--- src/rtl/pc_sequencer.sv ---
// Program-counter sequencer: sequential stepping plus a request/wait handshake
// with an external jump-target unit for j, jal and jr.
module pc_sequencer #(
  parameter logic [31:0] RESET_PC = 32'h0000_0000,
  parameter int          TIMEOUT  = 16
) (
  input  logic        clk,
  input  logic        rst,
  input  logic        step,
  input  logic        jump,
  input  logic [3:0]  path_index,
  input  logic [25:0] addr,
  input  logic [31:0] reg_addr,
  output logic        jmp_en,
  output logic [31:0] jmp_pc_o,
  output logic [25:0] jmp_addr_o,
  output logic [3:0]  jmp_path_o,
  output logic [31:0] jmp_reg_o,
  input  logic        jmp_done,
  input  logic [31:0] jmp_target,
  output logic [31:0] pc,
  output logic        pc_valid,
  output logic        busy,
  output logic        link_we,
  output logic [31:0] link_data,
  output logic        timeout_err,
  output logic        align_err,
  output logic [1:0]  fsm_state
);

  // Handshake: jmp_en is a one-cycle strobe issued in REQ; jmp_done is a level
  // from the jump-target unit, honoured in any WAIT cycle (even if already high
  // before the request), with jmp_target sampled in the same cycle.

  typedef enum logic [1:0] {
    IDLE   = 2'd0,
    REQ    = 2'd1,
    WAIT   = 2'd2,
    UPDATE = 2'd3
  } state_t;

  localparam logic [3:0] PATH_J   = 4'd5;
  localparam logic [3:0] PATH_JAL = 4'd6;
  localparam logic [3:0] PATH_JR  = 4'd8;
  localparam logic [7:0] LAST_CNT = 8'(TIMEOUT - 1);

  state_t      state;
  logic [7:0]  wait_cnt;
  logic [31:0] target;
  logic        qualify;
  logic [31:0] ret_addr;

  assign qualify   = jump && (path_index == PATH_J || path_index == PATH_JAL ||
                              path_index == PATH_JR);
  assign ret_addr  = jmp_pc_o + 32'd4;
  assign pc_valid  = (state == IDLE);
  assign busy      = (state != IDLE);
  assign fsm_state = state;

  always_ff @(posedge clk) begin
    if (rst) begin
      state       <= IDLE;
      pc          <= RESET_PC;
      jmp_en      <= 1'b0;
      link_we     <= 1'b0;
      timeout_err <= 1'b0;
      align_err   <= 1'b0;
      wait_cnt    <= 8'd0;
      target      <= 32'd0;
      jmp_pc_o    <= 32'd0;
      jmp_addr_o  <= 26'd0;
      jmp_path_o  <= 4'd0;
      jmp_reg_o   <= 32'd0;
      link_data   <= 32'd0;
    end else begin
      jmp_en  <= 1'b0;
      link_we <= 1'b0;
      case (state)
        IDLE: begin
          if (step) begin
            if (qualify) begin
              jmp_pc_o   <= pc;
              jmp_addr_o <= addr;
              jmp_path_o <= path_index;
              jmp_reg_o  <= reg_addr;
              jmp_en     <= 1'b1;
              state      <= REQ;
            end else begin
              pc <= pc + 32'd4;
            end
          end
        end
        REQ: begin
          wait_cnt <= 8'd0;
          state    <= WAIT;
        end
        WAIT: begin
          if (jmp_done || wait_cnt == LAST_CNT) begin
            // An abandoned request falls through to the next sequential pc.
            target <= jmp_done ? jmp_target : ret_addr;
            if (!jmp_done) timeout_err <= 1'b1;
            if (jmp_path_o == PATH_JAL) begin
              link_we   <= 1'b1;
              link_data <= ret_addr;
            end
            state <= UPDATE;
          end else begin
            wait_cnt <= wait_cnt + 8'd1;
          end
        end
        UPDATE: begin
          pc <= {target[31:2], 2'b00};
          if (target[1:0] != 2'b00) align_err <= 1'b1;
          state <= IDLE;
        end
        default: state <= IDLE;
      endcase
    end
  end

endmodule

--- config.mk ---
export PLATFORM = sky130hd
export DESIGN_NAME = pc_sequencer
export DESIGN_NICKNAME = d
export VERILOG_FILES = /design/src/rtl/pc_sequencer.sv
export SDC_FILE = /design/constraint.sdc
export NUM_CORES = 1
export LEC_CHECK = 0
export ABC_AREA = 1
export ABC_CLOCK_PERIOD_IN_PS = 1580
export BUFFER_PORTS_ARGS = -buffer_cell sky130_fd_sc_hd__buf_2
export CORE_UTILIZATION = 48
export DETAILED_ROUTE_END_ITERATION = 7
export PLACE_DENSITY = 0.77
export SETUP_SLACK_MARGIN = 0.3
export SYNTH_ARGS = -nofsm -noshare
export SYNTH_HDL_FRONTEND = slang
export SYNTH_SLANG_ARGS = --single-unit
--- constraint.sdc ---
create_clock -name clk -period 1.58 [get_ports clk]
set_clock_uncertainty 0.2 [all_clocks]
set_input_delay 0.158 -clock clk [delete_from_list [all_inputs] [get_ports clk]]
set_output_delay 0.158 -clock clk [all_outputs]
set_load 0.1 [all_outputs]
==> flow_summary.yaml, run 1 <==
synth:
  synth_top_family_by_area: "simple AND/OR/NAND/NOR gates"
  postSynthRegisterBits: 198
  ys_seq_area_share_pct: 40.52
  syn_area_per_cell_um2: 6.615
  yosysMostFrequentCell: "nand2_1"
  synth_common_cells: "nand2_1 (384), nor2_1 (270), dfxtp_1 (198)"
  ys.flop_type: "dfxtp_1"
  synth_top_cells_by_area: "dfxtp_1 (41%), nand2_1 (15%), nor2_1 (10%)"
  yosysUniqueCellTypes: 37
  syn_inst: 1479
  yosys.area.top_type: "dfxtp_1"
  synth_xor_area_share_pct: 0.8057
  synth_fa_ha_area_share_pct: 1.023
  synth_mux_area_share_pct: 0.1023
  syn_area_um2: 9783
  synthArstFlopShare_pct: 0
  synth_simple_gate_area_share_pct: 34.20
  synth_top_cell_area_share_pct: 40.52
  synth_compound_area_share_pct: 15.04
  yosys_warnings: 0
  synth-edff-count: 0
timing:
  worst-ep-kind: "register data pin"
  grt_worst_setup_endpoint: "jmp_path_o[1]$_SDFFE_PP0P_/D"
floorplan:
  rows: 51
  die_x_um: 144.8
  fp.dieH_um: 144.8
  initial_core_util_pct: 49.62
  pin_count: 265
outcome:
  stop_stage: "global routing"
  tool.error: "[ERROR DPL-0038] Utilization greater than 100%, impossible to legalize"
  status: "stopped before the end"
clocking:
  clk_path_buf_depth: 2
  ctsRootBufferMaster: "clkbuf_16"
  cts_max_level: 4
  cts_sinks: 198
  cts_buffers: 17
place:
  port_buffers: 258
  globalplace.congestion: 0.9481
  dp_hpwl_mm: 26.54
global_routing:
  grt_max_degree: 48
==> through the flow <==
| stage | TNS (ns) | instances | setup slack, ns | cell area [um^2] | hold slack [ns] |
|---|---|---|---|---|---|
| after floorplan | -81.83 | 1484 | -0.9911 | 10140 | 0.07765 |
| after global placement | -37.46 | 2130 | -0.2723 | 13380 | 0.1785 |
| after detailed placement | -44.26 | 2130 | -0.3055 | 13380 | 0.1862 |
| after CTS | -36.25 | 2283 | -0.2353 | 16070 | -0.05714 |
==> cells by family after synthesis <==
logic type | after synthesis
fa+ha+maj | 8
buf+inv | 172
other cells | 1
compound gates | 278
simple gates | 812
xor+xnor | 9
mux | 1
flops | 198
==> timing repair <==
action,4_1_cts
endpoints found under the setup margin,358
pin swaps,26
gates cloned,9
hold endpoints to repair,108
resized for setup,255
hold buffers,94
buffers inserted,18
==> inputs of run 2 (changes only) <==
Settings changed: ABC_CLOCK_PERIOD_IN_PS 1580 to 2050, CORE_UTILIZATION 48 to 40, PLACE_DENSITY 0.77 to unset, PLACE_DENSITY_LB_ADDON set to 0.15, SETUP_SLACK_MARGIN 0.3 to unset.
Clock period 1.58 ns to 2.05 ns, I/O delays scaled along.
==> run 2 against run 1 <==
The run now ends clean. Synthesized cell count is the same. Synthesized area is the same.
==> flow_summary.yaml, run 2 <==
pwr:
  combPwrFrac_pct: 18.0
  p_sw_w: 0.003050
  irDropWorstVdd_mv: 0.4666
  p_int_w: 0.006005
  p_leak_nw: 5.850
  power_w: 0.009055
  switching_share_pct: 33.68
  seqPwrFrac_pct: 44.5
  power_density_nw_per_um2: 691.6
  p_clk_share_pct: 37.5
floorplan:
  die_x_um: 158.4
  initial_core_util_pct: 41.19
  rows: 56
  fp.dieH_um: 158.4
  core_area_um2: 23750
  pin_count: 265
  die_area_um2: 25090
synth:
  synth_common_cells: "nand2_1 (384), nor2_1 (270), dfxtp_1 (198)"
  yosys_warnings: 0
  synthArstFlopShare_pct: 0
  syn_inst: 1479
  postSynthRegisterBits: 198
  synth-edff-count: 0
  yosys.area.top_type: "dfxtp_1"
  syn_area_per_cell_um2: 6.615
  ys_seq_area_share_pct: 40.52
  yosysMostFrequentCell: "nand2_1"
  synth_top_cells_by_area: "dfxtp_1 (41%), nand2_1 (15%), nor2_1 (10%)"
  ys.flop_type: "dfxtp_1"
  yosysUniqueCellTypes: 37
  syn_area_um2: 9783
  synth_top_cell_area_share_pct: 40.52
global_routing:
  antenna_found_initial: 0
  grt_max_degree: 69
  grt_pass1_wl_mm: 51.23
  grt.total_usage_pct: 26.28
  grt.overflow.total: 0
  grt_pass1_vias: 9805
cells_and_area:
  top_regs: "jmp_reg_o (32), target (32)"
  syn2layout_area_growth_pct: 33.84
  diodes: 0
  final_common_cell: "nand2_1"
  nets: 1920
  final_cell_mix: "nand2_1 (383), nor2_1 (265), buf_2 (258), dfxtp_1 (165), o21ai_0 (129)"
  drive_above_1_share_pct: 24.37
  stdcell_count: 2145
timing:
  max_clock_freq_mhz: 503.4
  setup_violations: 0
  fin_crit_ns: 1.986
  hold_violations: 0
  finalSetupTns_ns: 0
  holdWs_ns: 0.01563
  slew_headroom_pct: 60.13
  tightest_slew_ns: 0.5981
  setup_ws_ns: 0.06358
  maxSlewViolCount: 0
  rsz0062_at_grt: "false"
  period_share_pct: 96.90
place:
  port_buffers: 258
  globalplace.congestion: 0.9031
  dp.cells: 2020
  dp_hpwl_mm: 23.28
  post-place-ws_ns: 0.06332
worst_setup_path:
  crit_fanout: 5
  cp-end-kind: "primary output"
  critPathTopFamily: "buffers and inverters"
  cp_num_buf_inv: 3
  critical-path-slowest-cell: "buf_2"
  crit_type: "flip-flop to primary output"
  crit_chain: "inv_4, ha_4, clkinvlp_4, buf_2"
  arrival_ns: 1.58
  cp-start-kind: "flip-flop"
  max_stage_delay_ns: 0.43
  cp.required_ns: 1.64
clocking:
  clk_latency_ns: 0.44
  cts_tree: "yes"
  cts_sinks: 198
  ctsRootBufferMaster: "clkbuf_16"
  cts_max_level: 4
  cts_buffers: 17
  clk_path_buf_depth: 2
  post_cts_buffers: 0
  path_clk_slew_ns: 0.08
detailed_routing:
  drcViolationCount: 0
  wirelength_mm: 33.15
  vias: 10620
  first_pass_iters: 5
  antenna_left: 0
  via_per_inst: 4.949
  drt-initial-drc-count: 688
  post_drt_wl_per_cell_um: 15.46
flow_run:
  max_cap_violations: 0
outcome:
  status: "complete, no violations"
hold_path:
  hold_path.class: "input port to flip-flop"
==> run 2: cell counts after synthesis <==
No cell type changed its count.
==> run 2: repair_timing <==
action                                  in CTS  in global routing
endpoints found under the setup margin       0                 45
endpoints found under the hold margin       92                  0
hold buffers                                91                  0
gates resized for setup                      0                 14
==> run 2: layout make-up <==
cell class	count	area (um^2)
flip-flops and latches	198	4015
clock inverters	15	160.2
fillers	2298	10660
multi-input cells	1114	5095
well taps	319	399.1
inverters	93	370.4
repair buffers	388	2620
clock buffers	17	425.4
repair inverters	1	8.758
==> run 2: per-stage QoR <==
stage	area [um^2]	util, %
2_1_floorplan	9931	-
3_3_place_gp	11520	48.50
3_5_place_dp	11520	48.50
4_1_cts	13020	54.80
5_1_grt	13090	55.13
6_report	13090	55.13
==> run 2: kinds of logic after synthesis <==
family,Yosys count,synth area share [%]
DFF,198,40.52
adders and majority gates,8,1.023
AOI/OAI and AO/OA,278,15.04
buffers and inverters,172,8.275
muxes,1,0.1023
other,1,0.03833
xor gates and xnor gates,9,0.8057
and+or+nand+nor,812,34.20
==> run 2: metal layers <==
layer	global-route usage [%]	wire length (um)
met1	35.96	15600
met5	0	0
met3	5.553	2434
met4	8.837	782
met2	40.83	14340
==> run 2: worst reg2reg max path, stage by stage (launching register included) <==
cell and delay (ns):
dfxtp_4 0.38, ha_1 0.20, nand3_1 0.15, nor2_2 0.19, inv_1 0.06, o21ai_0 0.14, nand2_1 0.13, o21ai_1 0.24
a21oi_1 0.10
==> run 2: worst paths after layout <==
check | startpoint | end | slack [ns] | depth (start not counted)
max | fsm_state[1] | busy | 0.06 | 4
min | jmp_target[12] | target[12] | 0.02 | 4
max reg2reg | jmp_pc_o[2] | target[16] | 0.14 | 8
min reg2reg | wait_cnt[0] | wait_cnt[0] | 0.25 | 1
==> run 2: power groups by stage <==
stage	Sequential, W	Combinational (W)	Clock [W]
2_1_floorplan	0.00472	0.000543	0
3_3_place_gp	0.00411	0.00148	0
3_5_place_dp	0.00412	0.00148	0
4_1_cts	0.00403	0.00162	0.00345
5_1_grt	0.00405	0.00173	0.00360
6_report	0.00403	0.00163	0.00339
(Power assumes the default switching activity.)
==> inputs of run 3 (changes only) <==
Settings changed: BUFFER_PORTS_ARGS -buffer_cell sky130_fd_sc_hd__buf_2 to -buffer_cell sky130_fd_sc_hd__buf_4.
==> run 3 against run 2 <==
Sequential power about the same. Worst setup slack worse by 0.0090 ns. Count of clock-buffer cells in the layout up 3. Combinational power up 7%. Highest routed layer unchanged. Worst hold slack better by 0.0078 ns. Flip-flop and latch count unchanged. Register-to-register slack worse by 0.09 ns. Final cell count down 0.23%. Fmax down 0.45%. Sequential share of layout area down 1.4 points. Wire length down 1.5%. Largest cell class unchanged.
==> flow_summary.yaml, run 3 (synthesis gave the netlist of run 2 again) <==
cells_and_area:
  final_cell_mix: "nand2_1 (383), buf_4 (280), nor2_1 (265), dfxtp_1 (165), o21ai_0 (128)"
  final_common_cell: "nand2_1"
  syn2layout_area_growth_pct: 40.34
  diodes: 0
  top_regs: "jmp_reg_o (32), target (32)"
  final_area_um2: 13730
  fin_util_pct: 57.80
  drive_above_1_share_pct: 23.94
  nets: 1915
floorplan:
  rows: 56
  die_area_um2: 25090
  initial_core_util_pct: 41.19
  fp.dieH_um: 158.4
  core_area_um2: 23750
  pin_count: 265
  die_x_um: 158.4
worst_setup_path:
  cp.required_ns: 2.15
  endpoint: "target[18]"
  reg2reg_slack_ns: 0.05
  crit_type: "flip-flop to flip-flop"
  cp-end-kind: "flip-flop"
  r2r_start: "jmp_pc_o[2]"
  crit_start: "jmp_pc_o[2]"
  worst_r2r_path_depth: 8
  r2r-end: "target[18]"
  cp-start-kind: "flip-flop"
  arrival_ns: 2.10
  crit_fanout: 6
place:
  globalplace.congestion: 0.9255
  placed_area_um2: 12120
  post-place-ws_ns: 0.01053
  port_buffers: 258
  dp_hpwl_mm: 23.28
timing:
  maxSlewViolCount: 0
  hold_violations: 0
  rsz0062_at_grt: "false"
  finalSetupTns_ns: 0
  period_share_pct: 97.34
  fin_crit_ns: 1.995
  setup_violations: 0
  setup_ws_ns: 0.05463
  max_clock_freq_mhz: 501.2
clocking:
  cts_buffers: 17
  ctsRootBufferMaster: "clkbuf_16"
  path_clk_slew_ns: 0.07
  cts_sinks: 198
  clk_latency_ns: 0.44
  cts_max_level: 4
  clk_path_buf_depth: 2
  cts_tree: "yes"
pwr:
  irDropWorstVdd_mv: 0.4923
  power_w: 0.009099
  power_density_nw_per_um2: 662.7
  p_leak_nw: 5.910
detailed_routing:
  antenna_left: 0
  via_per_inst: 4.943
  post_drt_wl_per_cell_um: 15.26
  drt-initial-drc-count: 658
  drcViolationCount: 0
  vias: 10580
  wirelength_mm: 32.65
  first_pass_iters: 5
flow_run:
  max_cap_violations: 0
global_routing:
  grt.total_usage_pct: 25.88
  grt_max_degree: 79
  grt_pass1_vias: 9754
  grt.overflow.total: 0
  antenna_found_initial: 0
  grt_pass1_wl_mm: 50.47
outcome:
  status: "complete, no violations"
hold_path:
  hold_path.class: "input port to flip-flop"
## run 3: repair_timing
action,CTS,global route
resized for setup,0,22
setup endpoints to repair,2,63
hold buffers,93,0
hold endpoints to repair,92,0
pin swaps,0,2
buffers inserted,0,4
## run 3: how the worst min path moves through the flow
stage | end | start | depth (start not counted)
after CTS | target[14] | jmp_target[14] | 5
after global placement | jmp_reg_o[24] | reg_addr[24] | 3
final | target[14] | jmp_target[14] | 5
after detailed placement | jmp_reg_o[19] | reg_addr[19] | 3
after global routing | target[11] | jmp_target[11] | 5
after floorplan | jmp_path_o[0] | path_index[0] | 2
## run 3: layout make-up
cell class | instances | area [um^2]
Sequential cell | 198 | 4015
Timing Repair Buffer | 384 | 3253
Clock buffer | 20 | 456.7
Fill cell | 2249 | 10020
Multi-Input combinational cell | 1114 | 5105
Inverter | 93 | 386.6
Tap cell | 319 | 399.1
Clock inverter | 12 | 113.9
## run 3: worst max-delay path, cell delays in order (launching register included)
cell and delay, ns:
dfxtp_4 0.38, ha_1 0.21, nand2_1 0.08, nor2_2 0.14, nand2_2 0.18, o21ai_0 0.20
nand2_1 0.12, o21ai_0 0.26, a21oi_1 0.10
## run 3: routing by layer
metal	GRT usage, %	wire length [um]	up-vias
li1	-	-	5373
met1	35.17	15320	4801
met2	40.66	14300	359
met3	5.471	2242	46
met4	8.425	789	0
met5	0	0	-
## run 3: where the power goes
part	switching, W	total, W	internal, W
Sequential	0.0000955	0.00403	0.00394
Clock	0.00164	0.00331	0.00167
Combinational	0.00121	0.00175	0.000539
## run 3: metrics by stage
stage | instances | hold slack (ns)
floorplan | 1484 | 0.1321
global placement | 2011 | 0.2242
detailed placement | 2011 | 0.2319
CTS | 2136 | 0.01183
global route | 2140 | 0.05509
finish | 2140 | 0.02344
==> inputs of run 4 (changes only) <==
Settings changed: CTS_BUF_LIST set to sky130_fd_sc_hd__clkbuf_16.
==> run 4 against run 3 <==
Critical path depth did not move. Sequential share of layout area rose by 0.064 points. Clock power fell by 2%. Sequential power barely moved. Final cell count barely moved. Final area fell by 0.22%. Worst hold slack got worse by 0.015 ns. Flip-flop and latch count did not move. Non-clock buffer count fell by 1. Fmax rose by 0.97%.
==> flow_summary.yaml, run 4 (synthesis gave the netlist of run 2 again) <==
outcome:
  status: "complete, no violations"
clocking:
  cts_tree: "yes"
  cts_sinks: 198
  clk_latency_ns: 0.44
  path_clk_slew_ns: 0.08
  ctsRootBufferMaster: "clkbuf_16"
  cts_buffers: 17
  cts_max_level: 4
  clk_path_buf_depth: 2
worst_setup_path:
  cp-start-kind: "flip-flop"
  cp-end-kind: "flip-flop"
  max_stage_delay_ns: 0.38
  arrival_ns: 2.08
  crit_chain: "ha_1, nand2_1, nor2_2, nand2_2, o21ai_0, nand2_1, o21ai_1, a21oi_1"
  cpMostUsedCell: "nand2_1"
  cp.required_ns: 2.15
  crit_type: "flip-flop to flip-flop"
  critical-path-slowest-cell: "dfxtp_4"
  crit_fanout: 6
floorplan:
  rows: 56
  die_area_um2: 25090
  initial_core_util_pct: 41.19
  pin_count: 265
  die_x_um: 158.4
  core_area_um2: 23750
  fp.dieH_um: 158.4
timing:
  setup_violations: 0
  hold_violations: 0
  rsz0062_at_grt: "false"
  holdWs_ns: 0.008176
  maxSlewViolCount: 0
  period_share_pct: 96.40
  fin_crit_ns: 1.976
  setup_ws_ns: 0.07379
  max_clock_freq_mhz: 506.0
  finalSetupTns_ns: 0
cells_and_area:
  final_cell_mix: "nand2_1 (383), buf_4 (280), nor2_1 (265), dfxtp_1 (165), o21ai_0 (127)"
  final_common_cell: "nand2_1"
  nets: 1914
  fillers: 2254
  diodes: 0
  drive_above_1_share_pct: 23.85
  top_regs: "jmp_reg_o (32), target (32)"
  syn2layout_area_growth_pct: 40.03
global_routing:
  grt.overflow.total: 0
  grt.total_usage_pct: 25.90
  antenna_found_initial: 0
  grt_max_degree: 79
  grt_pass1_vias: 9752
  grt_pass1_wl_mm: 50.51
detailed_routing:
  drt-initial-drc-count: 629
  via_per_inst: 4.938
  wirelength_mm: 32.52
  antenna_left: 0
  drcViolationCount: 0
  vias: 10560
  post_drt_wl_per_cell_um: 15.20
  first_pass_iters: 6
flow_run:
  max_cap_violations: 0
pwr:
  power_w: 0.009013
  irDropWorstVdd_mv: 0.4914
  power_density_nw_per_um2: 657.9
  seqPwrFrac_pct: 44.8
  combPwrFrac_pct: 19.4
  p_leak_nw: 5.899
  switching_share_pct: 32.68
  p_clk_share_pct: 35.9
  p_int_w: 0.006067
  p_sw_w: 0.002946
hold_path:
  hold_path.class: "input port to flip-flop"
place:
  globalplace.congestion: 0.9255
  post-place-ws_ns: 0.01053
  dp_hpwl_mm: 23.28
  port_buffers: 258
==> run 4: per-layer routing <==
metal,routed length (um),global-route usage [%]
met5,0,0
met4,766,8.379
met3,2275,5.335
met2,14220,40.75
met1,15260,35.25
==> run 4: final timing paths <==
kind | cells after the start | start | slack (ns) | to
worst max-delay path | 8 | jmp_pc_o[2] | 0.07 | target[18]
worst min-delay path | 5 | jmp_target[27] | 0.008 | target[27]
worst max register to register | 8 | jmp_pc_o[2] | 0.07 | target[18]
worst min register to register | 1 | wait_cnt[0] | 0.25 | wait_cnt[0]
==> run 4: through the flow <==
step	cell area (um^2)	std cells	utilization, %
after global routing	13700	2139	57.67
after CTS	13590	2135	57.23
after detailed placement	12120	2011	51.04
after floorplan	9931	1484	-
after global placement	12120	2011	51.04
final	13700	2139	57.67
==> run 4: area by class of cell <==
type | instances | area, um^2 | area share, %
clock buffer | 17 | 425.4 | 3.105
tap | 319 | 399.1 | 2.914
timing repair buffer | 383 | 3243 | 23.67
inverter | 93 | 386.6 | 2.822
clock inverter | 15 | 125.1 | 0.9133
multi-input combinational | 1114 | 5105 | 37.26
sequential | 198 | 4015 | 29.31
==> run 4: repair_timing <==
item                       CTS  global route
gates resized for setup      0            23
hold buffers                92             0
hold endpoints to repair    91             0
setup buffers                0             4
setup endpoints to repair    1            63
pin swaps                    0             3
==> run 4: power by group through the flow <==
stage / Clock, W / Combinational, W / Sequential [W]
after floorplan: 0 / 0.000543 / 0.00472
after global placement: 0 / 0.00159 / 0.00412
after detailed placement: 0 / 0.00159 / 0.00412
after CTS: 0.00330 / 0.00174 / 0.00403
after global routing: 0.00344 / 0.00184 / 0.00405
final: 0.00323 / 0.00175 / 0.00403
==> run 4: worst max-delay path: cells and delay by family (launching register included) <==
kind / cells / cell delay (ns)
AND/OR/NAND/NOR: 4 / 0.53
AO/OA/AOI/OAI: 3 / 0.53
flip-flops: 1 / 0.38
adder cells (fa/ha/maj): 1 / 0.22
